==> src/rtl/gshare_bht_pkg.sv <==
// Shared types and constants for the gshare branch history table.
// Struct field widths follow the default configuration below.
package gshare_bht_pkg;

    localparam int unsigned BhtVlen      = 64;
    localparam int unsigned BhtNrEntries = 1024;
    localparam int unsigned BhtIpf       = 2;
    localparam int unsigned BhtCtrBits   = 2;
    localparam int unsigned BhtGhrBits   = 8;
    localparam int unsigned BhtIdxBits   = $clog2(BhtNrEntries);

    typedef logic [BhtCtrBits-1:0] ctr_t;

    // Weakly-not-taken: the largest value whose MSB is still 0.
    function automatic logic [3:0] wnt_init(input int unsigned bits);
        return 4'((1 << (bits - 1)) - 1);
    endfunction

    localparam ctr_t WNT_INIT = ctr_t'(wnt_init(BhtCtrBits));

    typedef struct packed {
        logic [BhtIdxBits-1:0] index;
    } bp_metadata_t;

    typedef struct packed {
        logic               valid;
        logic [BhtVlen-1:0] pc;
        logic               taken;
        bp_metadata_t       metadata;
    } bht_update_t;

    typedef struct packed {
        logic         valid;
        logic         taken;
        bp_metadata_t metadata;
    } bht_prediction_t;

    typedef enum logic [0:0] {
        StSweep,
        StReady
    } bht_state_e;

endpackage

==> src/rtl/gshare_bht_ram.sv <==
// Counter storage: flop array, two asynchronous row reads, one synchronous row write
// with per-column enables.
module gshare_bht_ram #(
    parameter int unsigned NrRows   = 512,
    parameter int unsigned Cols     = 2,
    parameter int unsigned CtrBits  = 2,
    parameter int unsigned AddrBits = $clog2(NrRows)
) (
    input  logic                             clk_i,
    input  logic [AddrBits-1:0]              rd_a_addr_i,
    output logic [Cols-1:0][CtrBits-1:0]     rd_a_data_o,
    input  logic [AddrBits-1:0]              rd_b_addr_i,
    output logic [Cols-1:0][CtrBits-1:0]     rd_b_data_o,
    input  logic [Cols-1:0]                  wr_en_i,
    input  logic [AddrBits-1:0]              wr_addr_i,
    input  logic [Cols-1:0][CtrBits-1:0]     wr_data_i
);

    logic [Cols-1:0][CtrBits-1:0] mem_q [NrRows];

    always_ff @(posedge clk_i) begin
        for (int c = 0; c < int'(Cols); c++) begin
            if (wr_en_i[c]) begin
                mem_q[wr_addr_i][c] <= wr_data_i[c];
            end
        end
    end

    assign rd_a_data_o = mem_q[rd_a_addr_i];
    assign rd_b_data_o = mem_q[rd_b_addr_i];

endmodule

==> src/rtl/gshare_bht.sv <==
// Gshare branch history table: PC row bits XOR global history select a row of saturating
// counters; a self-timed sweep initialises the table after reset or flush.
module gshare_bht
    import gshare_bht_pkg::*;
#(
    parameter int unsigned NR_ENTRIES      = BhtNrEntries,
    parameter int unsigned INSTR_PER_FETCH = BhtIpf,
    parameter int unsigned CTR_BITS        = BhtCtrBits,
    parameter int unsigned GHR_BITS        = BhtGhrBits,
    parameter int unsigned VLEN            = BhtVlen
) (
    input  logic            clk_i,
    input  logic            rst_i,
    input  logic            flush_bp_i,
    input  logic            debug_mode_i,
    input  logic [VLEN-1:0] vpc_i,
    input  bht_update_t     bht_update_i,
    output bht_prediction_t bht_prediction_o [INSTR_PER_FETCH],
    output logic            init_done_o
);

    localparam int unsigned IdxBits = $clog2(NR_ENTRIES);
    localparam int unsigned ColBits = $clog2(INSTR_PER_FETCH);
    localparam int unsigned RowBits = IdxBits - ColBits;
    localparam int unsigned NrRows  = NR_ENTRIES / INSTR_PER_FETCH;

    localparam logic [RowBits-1:0]  LastRow = RowBits'(NrRows - 1);
    localparam logic [CTR_BITS-1:0] CtrInit = CTR_BITS'(wnt_init(CTR_BITS));
    localparam logic [CTR_BITS-1:0] CtrMax  = '1;

    typedef logic [INSTR_PER_FETCH-1:0][CTR_BITS-1:0] row_t;

    bht_state_e          state_q, state_d;
    logic [RowBits-1:0]  sweep_ptr_q, sweep_ptr_d;
    logic [GHR_BITS-1:0] ghr_q, ghr_d;

    logic [RowBits-1:0]         pred_row, upd_row, wr_row;
    logic [ColBits-1:0]         upd_col;
    logic [IdxBits-1:0]         upd_idx;
    row_t                       pred_rdata, upd_rdata, wr_data;
    logic [INSTR_PER_FETCH-1:0] wr_en;
    logic [CTR_BITS-1:0]        upd_ctr_old, upd_ctr_new;
    logic                       upd_accept;

    // vpc_i and the update PC are only partly used by the hash.
    logic unused_bits;
    assign unused_bits = ^{vpc_i, bht_update_i.pc};

    assign pred_row = vpc_i[1+ColBits +: RowBits] ^ RowBits'(ghr_q);
    assign upd_idx  = IdxBits'(bht_update_i.metadata.index);
    assign upd_row  = upd_idx[IdxBits-1:ColBits];
    assign upd_col  = upd_idx[ColBits-1:0];

    assign upd_accept = bht_update_i.valid && (state_q == StReady) && !debug_mode_i
                        && !flush_bp_i;

    gshare_bht_ram #(
        .NrRows  (NrRows),
        .Cols    (INSTR_PER_FETCH),
        .CtrBits (CTR_BITS)
    ) u_ram (
        .clk_i       (clk_i),
        .rd_a_addr_i (pred_row),
        .rd_a_data_o (pred_rdata),
        .rd_b_addr_i (upd_row),
        .rd_b_data_o (upd_rdata),
        .wr_en_i     (wr_en),
        .wr_addr_i   (wr_row),
        .wr_data_i   (wr_data)
    );

    assign upd_ctr_old = upd_rdata[upd_col];

    always_comb begin
        upd_ctr_new = upd_ctr_old;
        if (bht_update_i.taken) begin
            if (upd_ctr_old != CtrMax) upd_ctr_new = upd_ctr_old + 1'b1;
        end else begin
            if (upd_ctr_old != '0) upd_ctr_new = upd_ctr_old - 1'b1;
        end
    end

    always_comb begin
        state_d     = state_q;
        sweep_ptr_d = sweep_ptr_q;
        ghr_d       = ghr_q;
        wr_en       = '0;
        wr_row      = sweep_ptr_q;
        wr_data     = {INSTR_PER_FETCH{CtrInit}};
        unique case (state_q)
            StSweep: begin
                wr_en = '1;
                if (sweep_ptr_q == LastRow) begin
                    sweep_ptr_d = '0;
                    state_d     = StReady;
                end else begin
                    sweep_ptr_d = sweep_ptr_q + 1'b1;
                end
            end
            StReady: begin
                if (upd_accept) begin
                    wr_en[upd_col] = 1'b1;
                    wr_row         = upd_row;
                    wr_data        = {INSTR_PER_FETCH{upd_ctr_new}};
                    ghr_d          = GHR_BITS'({ghr_q, bht_update_i.taken});
                end
            end
            default: ;
        endcase
        // Flush overrides everything, including an update in the same cycle.
        if (flush_bp_i) begin
            state_d     = StSweep;
            sweep_ptr_d = '0;
            ghr_d       = '0;
        end
    end

    always_ff @(posedge clk_i or posedge rst_i) begin
        if (rst_i) begin
            state_q     <= StSweep;
            sweep_ptr_q <= '0;
            ghr_q       <= '0;
        end else begin
            state_q     <= state_d;
            sweep_ptr_q <= sweep_ptr_d;
            ghr_q       <= ghr_d;
        end
    end

    assign init_done_o = (state_q == StReady);

    for (genvar i = 0; i < int'(INSTR_PER_FETCH); i++) begin : gen_pred
        assign bht_prediction_o[i].valid          = (state_q == StReady);
        assign bht_prediction_o[i].taken          = pred_rdata[i][CTR_BITS-1];
        assign bht_prediction_o[i].metadata.index = BhtIdxBits'({pred_row, ColBits'(i)});
    end

endmodule

==> config.mk <==
export PLATFORM = sky130hd
export DESIGN_NAME = gshare_bht
export DESIGN_NICKNAME = d
export VERILOG_FILES = /design/src/rtl/gshare_bht_pkg.sv /design/src/rtl/gshare_bht_ram.sv /design/src/rtl/gshare_bht.sv
export SDC_FILE = /design/constraint.sdc
export NUM_CORES = 2
export LEC_CHECK = 0
export BUFFER_PORTS_ARGS = -buffer_cell sky130_fd_sc_hd__buf_2
export CAP_MARGIN = 25
export CELL_PAD_IN_SITES_DETAIL_PLACEMENT = 1
export CELL_PAD_IN_SITES_GLOBAL_PLACEMENT = 1
export CORE_ASPECT_RATIO = 0.6
export CORE_MARGIN = 3
export CORE_UTILIZATION = 59
export CTS_CLUSTER_DIAMETER = 100
export DETAILED_ROUTE_END_ITERATION = 10
export HOLD_SLACK_MARGIN = 0.05
export PLACE_DENSITY_LB_ADDON = 0.05
export SETUP_SLACK_MARGIN = 0.02
export SLEW_MARGIN = 20
export SYNTH_ARGS = -nofsm -noshare
export SYNTH_HDL_FRONTEND = slang
export SYNTH_HIERARCHICAL = 1
export SYNTH_SLANG_ARGS = --single-unit
==> constraint.sdc <==
create_clock -name clk_i -period 123.1 [get_ports clk_i]
set_clock_uncertainty 0.2 [all_clocks]
set_input_delay 30.775 -clock clk_i [delete_from_list [all_inputs] [get_ports clk_i]]
set_output_delay 30.775 -clock clk_i [all_outputs]
set_load 0.05 [all_outputs]
==> impl_metrics.toml <==
[synth]
syn_avg_cell_area_sq_um = 15.7
yosysWarnings = 6
synth_nets = 6247
syn-cell-area_sq_um = 95600
synth_cells = 6101

[global_route]
grt_usage_pct = 38.1
grt_pass1_vias = 61600
grt_pass1_wl_mm = 457
antenna_found_initial = 22
grt_start_max_net_pins = 230
overflow = 0

[route]
viasPerCell = 7.44
via_count = 60800
drc = 0
drtIter0Drc = 9667
drt_wl_total_mm = 321
drt-pass1-iter-count = 7
postRouteAntennaNets = 0
detail_route.wl_per_cell_um = 39.2

[worst_setup_path]
r2r_start = "u_ram/mem_q[260][1]$_DFFE_PP_"
crit_path_end_kind = "output pin"
cp-start-kind = "input port"
crit_fanout = 91
crit_path_max_incr_delay_ps = 820
slowest_stage = "buf_4"
critPathKind = "input port to output pin"
crit_start = "vpc_i[2]"
worstPathRequired_ps = 92120
crit_chain = "buf_2 > xor2_4 > buf_12 > buf_4 > mux2i_1 > o221ai_1 > o22ai_1 > o21ai_0 > nand3_1 > and4_1 > nor4_2 > buf_2"
arrival_ps = 36000
cpMostUsedCell = "buf_2"

[finish]
mostFrequentLayoutCells = "edfxtp_1 (2048), nor2_1 (1098), mux2i_1 (564), mux4_2 (468), o221ai_1 (245)"
finalNonFillerCells = 8166
areaGrowthSynthToFinish_pct = 6.61
nets = 6024
drive_above_1_share_pct = 17.1
final_common_cell = "edfxtp_1"

[timing]
final_max_slew_viol_count = 0
fin_ws_ps = 56130
whs_ps = 369
finalHoldViolCount = 0
fmaxAchievable_mhz = 14.9
rsz0062_at_grt = "no"
setup_viol = 0
worst_pin_slew_ps = 1350
slew_headroom_pct = 10.1
fin_setup_tns_ps = 0
post-route-period-util_pct = 54.4
min_period_ps = 66970

[floorplan]
dieArea_sq_um = 167000
die_w_um = 526
rows = 113
io_pins = 169
die_h_um = 318
initial_core_util_pct = 59.9
core-area_sq_um = 160000

[placement]
gp_congestion = 0.878
dp_hpwl_mm = 188
portBuffers = 47
dp.cells = 7806
dp_slack_ps = 56130

[clock_tree]
cts_root_buffer = "clkbuf_16"
clock_sinks = 2066
htreeDepth = 4
clock_path_buffers = 4
numCtsBuffers = 193
hold_buffers = 0
post_cts_resized = 0
postCtsSetupBuffers = 0
cts_tree = "yes"
clock_latency_ps = 860
cts.clk_slew.worst_paths_ps = 60

[worst_hold_path]
hp-start = "sweep_ptr_q[8]$_DFFE_PP0P_"
min_path_type = "flop to flop"

[outcome]
outcome = "complete, no violations"

[power]
p_leak_nw = 36.8
p_total_w = 0.00143
peakVddDrop_mv = 0.0148
power_density_nw_per_um2 = 14.1

[run]
cap_violations = 0
-- worst paths after layout --
check	endpoint	cells after the start	slack, ps
hold / removal	sweep_ptr_q[8]$_DFFE_PP0P_	2	370
hold reg to reg	sweep_ptr_q[8]$_DFFE_PP0P_	2	370
max in group asynchronous	sweep_ptr_q[3]$_DFFE_PP0P_	2	92390
setup / recovery	bht_prediction_o[22]	12	56130
setup reg to reg	u_ram/mem_q[473][1]$_DFFE_PP_	13	115700
min in group asynchronous	ghr_q[4]$_DFFE_PP0P_	2	29850
-- routing by layer --
layer  wire [um]  vias to the layer above  track usage [%]
met5          29                        -                0
met4       13000                        6             13.5
met3       46000                      694             12.6
li1            -                    23600                -
met2      139000                     4448             54.4
met1      123000                    32000             55.2
-- flip-flops by register name (all words and copies together) (netlist names) --
name	count
u_ram/mem_q	2048
sweep_ptr_q	9
ghr_q	8
init_done_o	1
-- critical path, delay by kind of cell --
kind                   cells  cell delay [ps]
AO/OA/AOI/OAI              3              890
multiplexers               1              210
AND/OR/NAND/NOR            3             1360
XOR/XNOR                   1              630
buffers and inverters      4             1980
-- layout make-up --
| type | instances | area [sq um] |
|---|---|---|
| fillers | 13900 | 57700 |
| well taps | 2127 | 2660 |
| diodes | 20 | 50.0 |
| multi-input cells | 3377 | 29500 |
| flip-flops and latches | 2066 | 61900 |
| inverters | 14 | 62.6 |
| clock buffers | 238 | 5040 |
| clock inverters | 98 | 868 |
| repair buffers | 226 | 1790 |
-- power by group --
part	internal [W]	switching, W
Sequential	0.000761	0.000000315
Combinational	0.0000226	0.0000614
Clock	0.000325	0.000264
Total	0.00111	0.000325
-- metrics by stage --
stage / util [%] / instance area, sq um
2_1_floorplan: - / 95600
3_3_place_gp: 60.1 / 95900
3_5_place_dp: 60.1 / 95900
4_1_cts: 63.8 / 102000
5_1_grt: 63.8 / 102000
6_report: 63.9 / 102000
Power figures use the tool's default switching activity.
